--- config.mk ---
export PLATFORM = sky130hd
export DESIGN_NAME = batcharger_adc_sequencer_flat
export DESIGN_NICKNAME = d
export VERILOG_FILES = /design/src/rtl/batcharger_adc_sequencer_if.sv /design/src/rtl/batcharger_adc_sequencer.sv /design/src/flat_wrapper.sv
export SDC_FILE = /design/constraint.sdc
export NUM_CORES = 1
export LEC_CHECK = 0
export CORE_AREA = 4 4 75 77
export CTS_BUF_LIST = sky130_fd_sc_hd__clkbuf_8
export CTS_CLUSTER_SIZE = 10
export DETAILED_ROUTE_END_ITERATION = 6
export DIE_AREA = 0 0 79 81
export PLACE_DENSITY = 0.78
export SYNTH_ARGS = -nofsm -noshare
export SYNTH_HDL_FRONTEND = slang
export SYNTH_SLANG_ARGS = --single-unit
--- constraint.sdc ---
create_clock -name clk -period 1.94 [get_ports clk]
set_input_delay 0.291 -clock clk [delete_from_list [all_inputs] [get_ports clk]]
set_output_delay 0.291 -clock clk [all_outputs]
set_load 0.03 [all_outputs]
--- src/rtl/batcharger_adc_sequencer_if.sv ---
// ADC/mux side of the charger measurement sequencer: mux select, start pulse, result return.
interface batcharger_adc_sequencer_if;
    logic [1:0] adc_sel;
    logic       adc_start;
    logic       adc_eoc;
    logic [7:0] adc_data;

    modport master (output adc_sel, adc_start, input adc_eoc, adc_data);
    modport slave  (input adc_sel, adc_start, output adc_eoc, adc_data);
endinterface

--- src/rtl/batcharger_adc_sequencer.sv ---
// Round-robin scanner sharing one 8-bit ADC between battery voltage, current and temperature.
module batcharger_adc_sequencer #(
    parameter int unsigned SETTLE_CYC  = 4,
    parameter int unsigned TIMEOUT_CYC = 64
) (
    input  logic                              clk,
    input  logic                              rstz,
    input  logic                              en,
    input  logic                              vmonen,
    input  logic                              imonen,
    input  logic                              tmonen,
    batcharger_adc_sequencer_if.master        adc,
    output logic [7:0]                        vbat,
    output logic [7:0]                        ibat,
    output logic [7:0]                        tbat,
    output logic                              vtok,
    output logic                              adc_err,
    output logic                              busy
);

    localparam int unsigned SW = $clog2(SETTLE_CYC + 1);
    localparam int unsigned WW = $clog2(TIMEOUT_CYC + 1);

    typedef enum logic [1:0] {IDLE, ARB, SETTLE, CONV} state_t;

    state_t        state_q, state_d;
    logic [1:0]    sel_q, sel_d, rr_q, rr_d, pick, scan;
    logic          start_q, start_d;
    logic [SW-1:0] settle_q, settle_d;
    logic [WW-1:0] wdog_q, wdog_d;
    logic [7:0]    vbat_d, ibat_d, tbat_d;
    logic [2:0]    valid_q, valid_d;
    logic          vtok_d, err_d, busy_d, found, sel_on;
    logic [3:0]    mon;

    function automatic logic [1:0] nxt(input logic [1:0] c);
        return (c == 2'd2) ? 2'd0 : c + 2'd1;
    endfunction

    assign adc.adc_sel   = sel_q;
    assign adc.adc_start = start_q;

    // Bit 3 pads the enable vector so a 2-bit select can index it safely.
    always_comb begin
        mon    = {1'b0, tmonen, imonen, vmonen};
        found  = 1'b0;
        pick   = rr_q;
        scan   = rr_q;
        for (int unsigned i = 0; i < 3; i++) begin
            if (!found && mon[scan]) begin
                found = 1'b1;
                pick  = scan;
            end
            scan = nxt(scan);
        end
        sel_on = mon[sel_q];
    end

    always_comb begin
        state_d  = state_q;
        sel_d    = sel_q;
        rr_d     = rr_q;
        start_d  = 1'b0;
        settle_d = settle_q;
        wdog_d   = wdog_q;
        vbat_d   = vbat;
        ibat_d   = ibat;
        tbat_d   = tbat;
        valid_d  = valid_q & mon[2:0];
        err_d    = adc_err;

        case (state_q)
            IDLE: begin
                if (|mon) state_d = ARB;
            end
            ARB: begin
                if (found) begin
                    sel_d    = pick;
                    settle_d = SW'(SETTLE_CYC - 1);
                    state_d  = SETTLE;
                end else begin
                    state_d = IDLE;
                end
            end
            SETTLE: begin
                if (!sel_on) begin
                    state_d = ARB;
                    rr_d    = nxt(sel_q);
                end else if (settle_q == '0) begin
                    state_d = CONV;
                    start_d = 1'b1;
                    wdog_d  = WW'(1);
                end else begin
                    settle_d = settle_q - 1'b1;
                end
            end
            CONV: begin
                // Channel drop outranks eoc, and eoc outranks watchdog expiry.
                if (!sel_on) begin
                    state_d = ARB;
                    rr_d    = nxt(sel_q);
                end else if (!start_q && adc.adc_eoc) begin
                    case (sel_q)
                        2'd0:    begin vbat_d = adc.adc_data; valid_d[0] = 1'b1; end
                        2'd1:    begin ibat_d = adc.adc_data; valid_d[1] = 1'b1; end
                        default: begin tbat_d = adc.adc_data; valid_d[2] = 1'b1; end
                    endcase
                    rr_d    = nxt(sel_q);
                    state_d = ARB;
                end else if (wdog_q >= WW'(TIMEOUT_CYC)) begin
                    err_d   = 1'b1;
                    rr_d    = nxt(sel_q);
                    state_d = ARB;
                end else begin
                    wdog_d = wdog_q + 1'b1;
                end
            end
            default: state_d = IDLE;
        endcase

        if (!en) begin
            state_d = IDLE;
            start_d = 1'b0;
            valid_d = '0;
            err_d   = 1'b0;
        end

        vtok_d = valid_d[0] & valid_d[2];
        busy_d = (state_d != IDLE);
    end

    always_ff @(posedge clk or negedge rstz) begin
        if (!rstz) begin
            state_q  <= IDLE;
            sel_q    <= '0;
            rr_q     <= '0;
            start_q  <= 1'b0;
            settle_q <= '0;
            wdog_q   <= '0;
            vbat     <= '0;
            ibat     <= '0;
            tbat     <= '0;
            valid_q  <= '0;
            vtok     <= 1'b0;
            adc_err  <= 1'b0;
            busy     <= 1'b0;
        end else begin
            state_q  <= state_d;
            sel_q    <= sel_d;
            rr_q     <= rr_d;
            start_q  <= start_d;
            settle_q <= settle_d;
            wdog_q   <= wdog_d;
            vbat     <= vbat_d;
            ibat     <= ibat_d;
            tbat     <= tbat_d;
            valid_q  <= valid_d;
            vtok     <= vtok_d;
            adc_err  <= err_d;
            busy     <= busy_d;
        end
    end

endmodule

--- src/flat_wrapper.sv ---
// flat-port wrapper written by rule: the top's interface ports become plain ports
module batcharger_adc_sequencer_flat 
#(
    parameter int unsigned SETTLE_CYC  = 4,
    parameter int unsigned TIMEOUT_CYC = 64
)
  (clk, rstz, en, vmonen, imonen, tmonen, vbat, ibat, tbat, vtok, adc_err, busy, adc_adc_sel, adc_adc_start, adc_adc_eoc, adc_adc_data);
  batcharger_adc_sequencer_if adc_i ();
  input  logic clk;
  input  logic rstz;
  input  logic en;
  input  logic vmonen;
  input  logic imonen;
  input  logic tmonen;
  output logic [7:0] vbat;
  output logic [7:0] ibat;
  output logic [7:0] tbat;
  output logic vtok;
  output logic adc_err;
  output logic busy;
  output wire logic [$bits(adc_i.adc_sel)-1:0] adc_adc_sel;
  output wire logic [$bits(adc_i.adc_start)-1:0] adc_adc_start;
  input wire logic [$bits(adc_i.adc_eoc)-1:0] adc_adc_eoc;
  input wire logic [$bits(adc_i.adc_data)-1:0] adc_adc_data;
  assign adc_adc_sel = adc_i.adc_sel;
  assign adc_adc_start = adc_i.adc_start;
  assign adc_i.adc_eoc = adc_adc_eoc;
  assign adc_i.adc_data = adc_adc_data;
  batcharger_adc_sequencer #(.SETTLE_CYC(SETTLE_CYC), .TIMEOUT_CYC(TIMEOUT_CYC)) u_core (.clk(clk), .rstz(rstz), .en(en), .vmonen(vmonen), .imonen(imonen), .tmonen(tmonen), .adc(adc_i), .vbat(vbat), .ibat(ibat), .tbat(tbat), .vtok(vtok), .adc_err(adc_err), .busy(busy));
endmodule
# Word level (Yosys, flattened, before mapping)
# Index checks and enable logic that the tools add are counted.
# word_totals
reg_bits,47
input_bits,15
output_inout_bits,30
word_cells,124
# op_classes
addsub,5
n_lt_le_gt_ge,5
eq_ne,20
n_mux,56
bitwise_logic,3
reduce_logical,22
# ops
op,count
2-to-1 mux 7 bit,5
2-to-1 mux 2 bit,17
2-to-1 mux 3 bit,7
AND reduction 4 bit,5
2-to-1 mux 1 bit,19
"!= test 2 x 1 -> 1 bit, second input constant",7
one-hot mux 7 bit (2 select lines),1
"< comparator 2 x 3 -> 1 bit, second input constant",4
"equality test 2 bit, second input constant",5
"!= test 2 bit, second input constant",5
binary-select mux 1 bit (select 2 bit),4
one-hot mux 2 bit (4 select lines),1
"adder 7 x 1 -> 7 bit, second input constant",1
">= comparator 7 bit, second input constant",1
"adder 2 x 1 -> 2 bit, second input constant",3
one-hot mux 3 bit (2 select lines),1
AND reduction 6 bit,1
nonzero test 2 bit,3
"equality test 2 x 1 -> 1 bit, second input constant",2
zero test 2 bit,2
"!= test 4 bit, second input constant",1
one-hot mux 2 bit (2 select lines),1
bitwise AND 3 bit,1
logical AND 1 bit,3
other kinds (9),11

# Logic depth before layout (Yosys ltp)
# Gate-level depths: netlist of run 1.
# depth
word_depth,13
ltp_mapped,6
ltp_nobuf,6

# Worst setup path after synthesis of run 1
# No wires, ideal clock.
# synth_path
path_type,register -> register
from,"register u_core.sel_q[1], in the netlist u_core.adc.adc_sel[1]"
to,register u_core.tbat[0]
setup_time_ps,125
t_arrival_ps,1762
required_time_ps,1815
setup_slack_ps,53
path_stages_with_launch,5
path_buffers,0
period_less_slack_ps,1887
path_cell_list,dfrtp_1 mux2_2 a21o_2 nand4_2 mux2_2
# synth_via
elab_chain_len,4
word_cells_on_any_way,7
cone_classes,eq/ne: 1; mux: 2; bitwise: 1; reduce/logical: 3
# synth_rtl
item,line,source
start: declaration,batcharger_adc_sequencer.sv:27,"logic [1:0] sel_q, sel_d, rr_q, rr_d, pick, scan;"
start signal: assignment,batcharger_adc_sequencer.sv:149,sel_q <= sel_d;
equality test 2 x 1 -> 1 bit or zero test 2 bit (tied branches),batcharger_adc_sequencer.sv:103,case (sel_q)
OR reduction 2 bit (no line),-,
NOT 1 bit (no line),-,
AND reduction 4 bit (no line) (*),-,
end signal: assignment,batcharger_adc_sequencer.sv:156,tbat <= tbat_d;
end: declaration,batcharger_adc_sequencer.sv:15,"output logic [7:0] tbat,"
# Mark *: on every way between the ends. The rest lies on a longest branch, timed or not. The select of a mux whose other input is x is not followed.
# A chain may end at the register's enable or synchronous reset.

# Worst setup path in the final report of run 1
# layout_path
from,"register u_core.sel_q[1], in the netlist u_core.adc.adc_sel[1]"
to,register u_core.tbat[3]
# Same word-level chain as after synthesis.

==> flow_summary.yaml, run 1 <==
status:
  outcome: "finished, final reports clean"
clock_tree:
  numClockSinks: 46
  clk_pin_slew_ps: 90
  htreeDepth: 2
  cts_tree: "yes"
  numCtsBuffers: 5
  clock_path_buffers: 2
  clockRootBuffer: "clkbuf_8"
  clk_latency_ps: 300
global_routing:
  grt_max_degree: 20
  grt_usage: 0.156
  antenna_found_initial: 0
  grt_first_pass_wirelength_mm: 7.94
  first_global_vias: 1759
  gr-total-overflow: 0
synthesis:
  yosys.area.top_type_share: 0.525
  ys_top_cells_by_area: "dfrtp_1, mux2_2, a21oi_1"
  synth_nets: 199
  yosys_most_used_dff: "dfrtp_1"
  synth_top_area_cell: "dfrtp_1"
  synth_warnings: 0
  ys_ff_latch: 46
  synth_common_cells: "dfrtp_1, mux2_2, nand2_1"
  syn_area_um2: 2190
  yosysMostFrequentCell: "dfrtp_1"
  syn_area_per_cell_um2: 12.1
  ys_types: 44
  synth_edf_count: 0
  async_flop_share: 1.00
  synthCells: 181
  yosysSeqAreaShare: 0.525
timing:
  fin_crit_sh: 0.939
  fin_crit_ps: 1820
  fin_hold_ws_ps: 455
  setup_viol: 0
  fmax_ghz: 0.549
  slew_headroom: 0.721
  hold_viol_final: 0
  timing.final.max_slew_violations: 0
  worst_slack_ps: 118
  fin_worst_skew_ps: 5.83
  tightest_slew_ps: 416
  fin_setup_tns_ps: 0
  rsz0062_at_grt: "no"
critical_path:
  crit_required_ps: 2120
  cp-end-kind: "flop"
  rrSetupSlack_ps: 120
  r2r_start: "u_core.adc.adc_sel[1]"
  rr_endpoint: "u_core.tbat[3]"
  start_kind: "flop"
  critical_path.cell_chain: "mux2_2, a21o_2, nand4_2, buf_12, mux2_2"
  crit_path_top_delay_cell: "dfrtp_1"
  critical-path-max-stage-delay_ps: 470
  path_max_fanout: 10
  criticalPathCategory: "reg -> reg"
  reg2reg_depth: 5
  crit_top_cell: "mux2_2"
  worstPathArrival_ps: 2000
routing:
  drc: 0
  dr.pass1.iters: 2
  drt-initial-drc-count: 78
  drtAntennaViolNets: 0
  vias: 1624
  wire_per_inst_um: 14.5
  wl_mm: 4.56
  viasPerCell: 5.17
final_layout:
  area_growth_pct: 33.6
  fin_area_um2: 2930
  nets: 262
  drive_gt1_frac: 0.254
  n_antenna_cell: 0
  fin_util: 0.584
place:
  placed_area_um2: 2820
  port-buffer-count: 44
  gp_congestion: 0.769
  dpl.hpwl_mm: 3.48
  preCtsSetupSlack_ps: -111
power_and_ir_drop:
  powerDensity_nw_per_um2: 1060
  power_leakage_nw: 1.34
  peakVddDrop_v: 0.000729
die:
  ioPinCount: 45
  die_w_um: 79
  start_util: 0.438
  fp.coreArea_um2: 5010
  rows: 26
  die-area_um2: 6400
  die_h_um: 81
min_path:
  min_path_type: "in -> async"
job:
  cap_violations: 0
kinds of logic (layout without fill, tap and decap cells):
logic type / count (synthesis) / in the layout / share of synthesized area
AND/OR/NAND/NOR: 50 / 50 / 0.146
flip-flops: 46 / 46 / 0.525
AO/OA/AOI/OAI: 40 / 40 / 0.135
multiplexers: 29 / 29 / 0.148
buffers and inverters: 13 / 76 / 0.0291
adder cells (fa/ha/maj): 3 / 3 / 0.0171
worst max path at each step:
| stage | slack [ps] | start | cells after the start | end |
|---|---|---|---|---|
| after CTS | 70 | u_core.settle_q[0] | 7 | u_core.wdog_q[6] |
| final | 120 | u_core.adc.adc_sel[1] | 5 | u_core.tbat[3] |
| after floorplan | 50 | u_core.adc.adc_sel[1] | 4 | u_core.tbat[0] |
| after global routing | 30 | u_core.settle_q[1] | 7 | u_core.wdog_q[6] |
| after detailed placement | -110 | adc_adc_eoc | 5 | u_core.vbat[2] |
| after global placement | -60 | adc_adc_eoc | 5 | u_core.vbat[1] |
per-layer routing:
layer	global-route usage	part of all wire	vias to the layer above
met4	0.0361	0.0088	0
li1	-	-	789
met5	0	0	-
met3	0.0643	0.076	5
met1	0.184	0.44	794
met2	0.265	0.48	36
layout by cell type (no fill, tap or decap), drive strengths merged, types with 4 or more instances in the layout:
cell / count
a21oi: 11
a2bb2oi: 4
buf: 17
clkbuf: 5
clkdlybuf4s50: 43
dfrtp: 46
inv: 8
mux2: 27
nand2: 11
nand3: 4
nor2: 9
nor2b: 4
o21a: 4
o21ai: 6
o31ai: 4
or4: 6
report_power, final:
| group | internal [mW] | leakage (nW) | switching (mW) |
|---|---|---|---|
| clock network | 0.246 | 0.0362 | 0.323 |
| registers | 1.15 | 0.607 | 0.159 |
| logic | 0.577 | 0.696 | 0.654 |
registers in the layout, indices dropped and copies added, names as in the netlist, 3 cells and up:
| name | cells |
|---|---|
| u_core.vbat | 8 |
| u_core.tbat | 8 |
| u_core.settle_q | 3 |
| u_core.ibat | 8 |
| u_core.wdog_q | 7 |
layout make-up:
cell class                 instances  area [um^2]
clock buffer                       5         68.8
clock inverter                     2         15.0
fill                             428         2080
inverter                           8         30.0
multi-input combinational        122          985
sequential                        46         1150
tap                               70         87.6
timing repair buffer              61          591
worst max-delay path, delay by kind of cell (launching register included):
kind / cells / cell delay, ps
buffers and inverters: 1 / 140
multiplexers: 2 / 760
AO/OA/AOI/OAI: 1 / 230
AND/OR/NAND/NOR: 1 / 110
flip-flops: 1 / 470
through the flow:
stage                     total power, mW  instances
final                                3.11        314
after global routing                 3.29        314
after CTS                            3.13        313
after detailed placement             2.55        305
after global placement               2.52        305
after floorplan                      2.04        181
repair_timing:
action	in CTS	in global routing
hold endpoints to repair	17	0
gates resized for setup	1	1
setup endpoints to repair	2	3
buffers inserted	0	1
pin swaps	0	0
hold buffers	1	0
No activity file was read; power rests on OpenSTA's default activity.
==> inputs of run 2 (changes only) <==
--- a/config.mk
+++ b/config.mk
@@ -5,12 +5,14 @@
 export SDC_FILE = /design/constraint.sdc
 export NUM_CORES = 1
 export LEC_CHECK = 0
-export CORE_AREA = 4 4 75 77
+export CORE_AREA = 2 2 73 75
 export CTS_BUF_LIST = sky130_fd_sc_hd__clkbuf_8
 export CTS_CLUSTER_SIZE = 10
 export DETAILED_ROUTE_END_ITERATION = 6
-export DIE_AREA = 0 0 79 81
+export DIE_AREA = 0 0 75 77
+export GPL_TIMING_DRIVEN = 1
 export PLACE_DENSITY = 0.78
+export SLEW_MARGIN = 0
 export SYNTH_ARGS = -nofsm -noshare
 export SYNTH_HDL_FRONTEND = slang
 export SYNTH_SLANG_ARGS = --single-unit
==> flow_summary.yaml, run 2 (synthesized netlist as in run 1, its figures left out) <==
status:
  outcome: "finished, final reports clean"
critical_path:
  crit_path_top_delay_cell: "dfrtp_1"
  crit_top_cell: "mux2_2"
  critical_path.cell_chain: "mux2_2, a21o_2, nand4_2, mux2_2"
  worstPathArrival_ps: 2010
  cp-end-kind: "flop"
  rrSetupSlack_ps: 120
  crit_path_end: "u_core.tbat[4]"
  path_max_fanout: 10
  rr_endpoint: "u_core.tbat[4]"
  criticalPathCategory: "reg -> reg"
  cp_num_buf_inv: 0
  startpoint: "u_core.adc.adc_sel[1]"
  crit_required_ps: 2130
  path_depth: 4
  start_kind: "flop"
  reg2reg_depth: 4
  cp_top_family: "multiplexers"
  critical-path-max-stage-delay_ps: 440
  r2r_start: "u_core.adc.adc_sel[1]"
global_routing:
  first_global_vias: 1680
  gr-total-overflow: 0
  grt_usage: 0.175
  grt_first_pass_wirelength_mm: 7.76
  grt_max_degree: 27
  antenna_found_initial: 0
final_layout:
  layout_common_cells: "dfrtp_1, clkdlybuf4s50_1, mux2_2, buf_4, nand2_1"
  fin_area_um2: 2920
  area_growth_pct: 33.3
  fillCellCount: 393
  drive_gt1_frac: 0.257
  reg.largest.list: "u_core.ibat (8), u_core.tbat (8), u_core.vbat (8)"
  fin_util: 0.587
  nets: 263
  layout_commonest_cell: "dfrtp_1"
  n_antenna_cell: 0
die:
  start_util: 0.440
  fp.coreArea_um2: 4980
  die_w_um: 75
  rows: 26
  ioPinCount: 45
  die-area_um2: 5780
  die_h_um: 77
timing:
  tightest_slew_ps: 504
  fin_worst_skew_ps: 6.46
  fmax_ghz: 0.550
  hold_viol_final: 0
  fin_crit_ps: 1820
  timing.final.max_slew_violations: 0
  slew_headroom: 0.664
  setup_viol: 0
  fin_crit_sh: 0.937
place:
  dpl.hpwl_mm: 3.40
  placed_area_um2: 2810
  port-buffer-count: 44
  gp_congestion: 0.783
clock_tree:
  clockRootBuffer: "clkbuf_8"
  numCtsBuffers: 5
  clock_path_buffers: 2
  htreeDepth: 2
  clk_latency_ps: 300
  numClockSinks: 46
  clk_pin_slew_ps: 90
  cts_tree: "yes"
power_and_ir_drop:
  clkPwrFrac: 0.184
  peakVddDrop_v: 0.000712
  p_seq_frac: 0.416
  comb_power_share: 0.400
  netSwitchingFraction: 0.366
  finalPower_mw: 3.13
  switchingPower_mw: 1.15
  p_int_mw: 1.98
  powerDensity_nw_per_um2: 1070
  power_leakage_nw: 1.33
min_path:
  min_path_type: "in -> async"
routing:
  wl_mm: 4.58
  dr.pass1.iters: 4
  drc: 0
  wire_per_inst_um: 14.5
  viasPerCell: 5.26
  drt-initial-drc-count: 79
  drtAntennaViolNets: 0
  vias: 1656
job:
  cap_violations: 0
==> run 2: worst min-delay path by stage <==
stage | startpoint | end | cells past startpoint
after floorplan | rstz | u_core.adc.adc_sel[0] | 0
after global placement | rstz | u_core.ibat[4] | 1
after detailed placement | rstz | u_core.ibat[4] | 1
after CTS | rstz | u_core.ibat[4] | 2
after global routing | u_core.adc_err | u_core.adc_err | 1
final | rstz | u_core.ibat[6] | 2
==> run 2: layout make-up <==
cell class,count,area [um^2],area share
flip-flops and latches,46,1150,0.394
multi-input cells,122,985,0.337
repair buffers,62,586,0.200
well taps,70,87.6,0.0300
clock buffers,5,68.8,0.0235
inverters,8,30.0,0.0103
clock inverters,2,15.0,0.00514
==> run 2: repair_timing <==
item / CTS / global route
buffers inserted: 0 / 1
endpoints found under the hold margin: 20 / 0
endpoints found under the setup margin: 0 / 5
resized for setup: 0 / 2
hold buffers: 1 / 0
==> run 2: worst reg2reg max path: cells and delay by family (launching register included) <==
kind | cells | cell delay, ps
compound gates | 1 | 220
flops | 1 | 440
mux | 2 | 800
simple gates | 1 | 240
==> run 2: layer usage <==
| metal | share of wire | GRT usage |
|---|---|---|
| met1 | 0.44 | 0.222 |
| met2 | 0.48 | 0.275 |
| met3 | 0.069 | 0.0696 |
| met4 | 0.013 | 0.0482 |
| met5 | 0 | 0 |
==> run 2: power by group through the flow <==
| stage | clock network (mW) | registers, mW | logic, mW |
|---|---|---|---|
| after floorplan | 0 | 1.60 | 0.445 |
| after global placement | 0 | 1.32 | 1.22 |
| after detailed placement | 0 | 1.32 | 1.24 |
| after CTS | 0.585 | 1.31 | 1.25 |
| after global routing | 0.624 | 1.33 | 1.33 |
| final | 0.575 | 1.30 | 1.25 |
==> run 2: stage by stage <==
stage | hold slack (ps) | TNS, ps | worst slack, ps | cells
final | 487 | 0 | 122 | 315
after global routing | 517 | -3.45 | -3.45 | 315
after CTS | 502 | 0 | 24.3 | 314
after detailed placement | 293 | -3380 | -168 | 306
after global placement | 290 | -2450 | -109 | 306
after floorplan | -4.59 | 0 | 53.4 | 181
==> inputs of run 3 (changes only) <==
--- a/config.mk
+++ b/config.mk
@@ -5,6 +5,8 @@
 export SDC_FILE = /design/constraint.sdc
 export NUM_CORES = 1
 export LEC_CHECK = 0
+export ABC_CLOCK_PERIOD_IN_PS = 1940
+export CAP_MARGIN = 20
 export CORE_AREA = 2 2 73 75
 export CTS_BUF_LIST = sky130_fd_sc_hd__clkbuf_8
 export CTS_CLUSTER_SIZE = 10
==> results of run 3 <==
Final layout, timing and power as in run 2 (identical DEF).
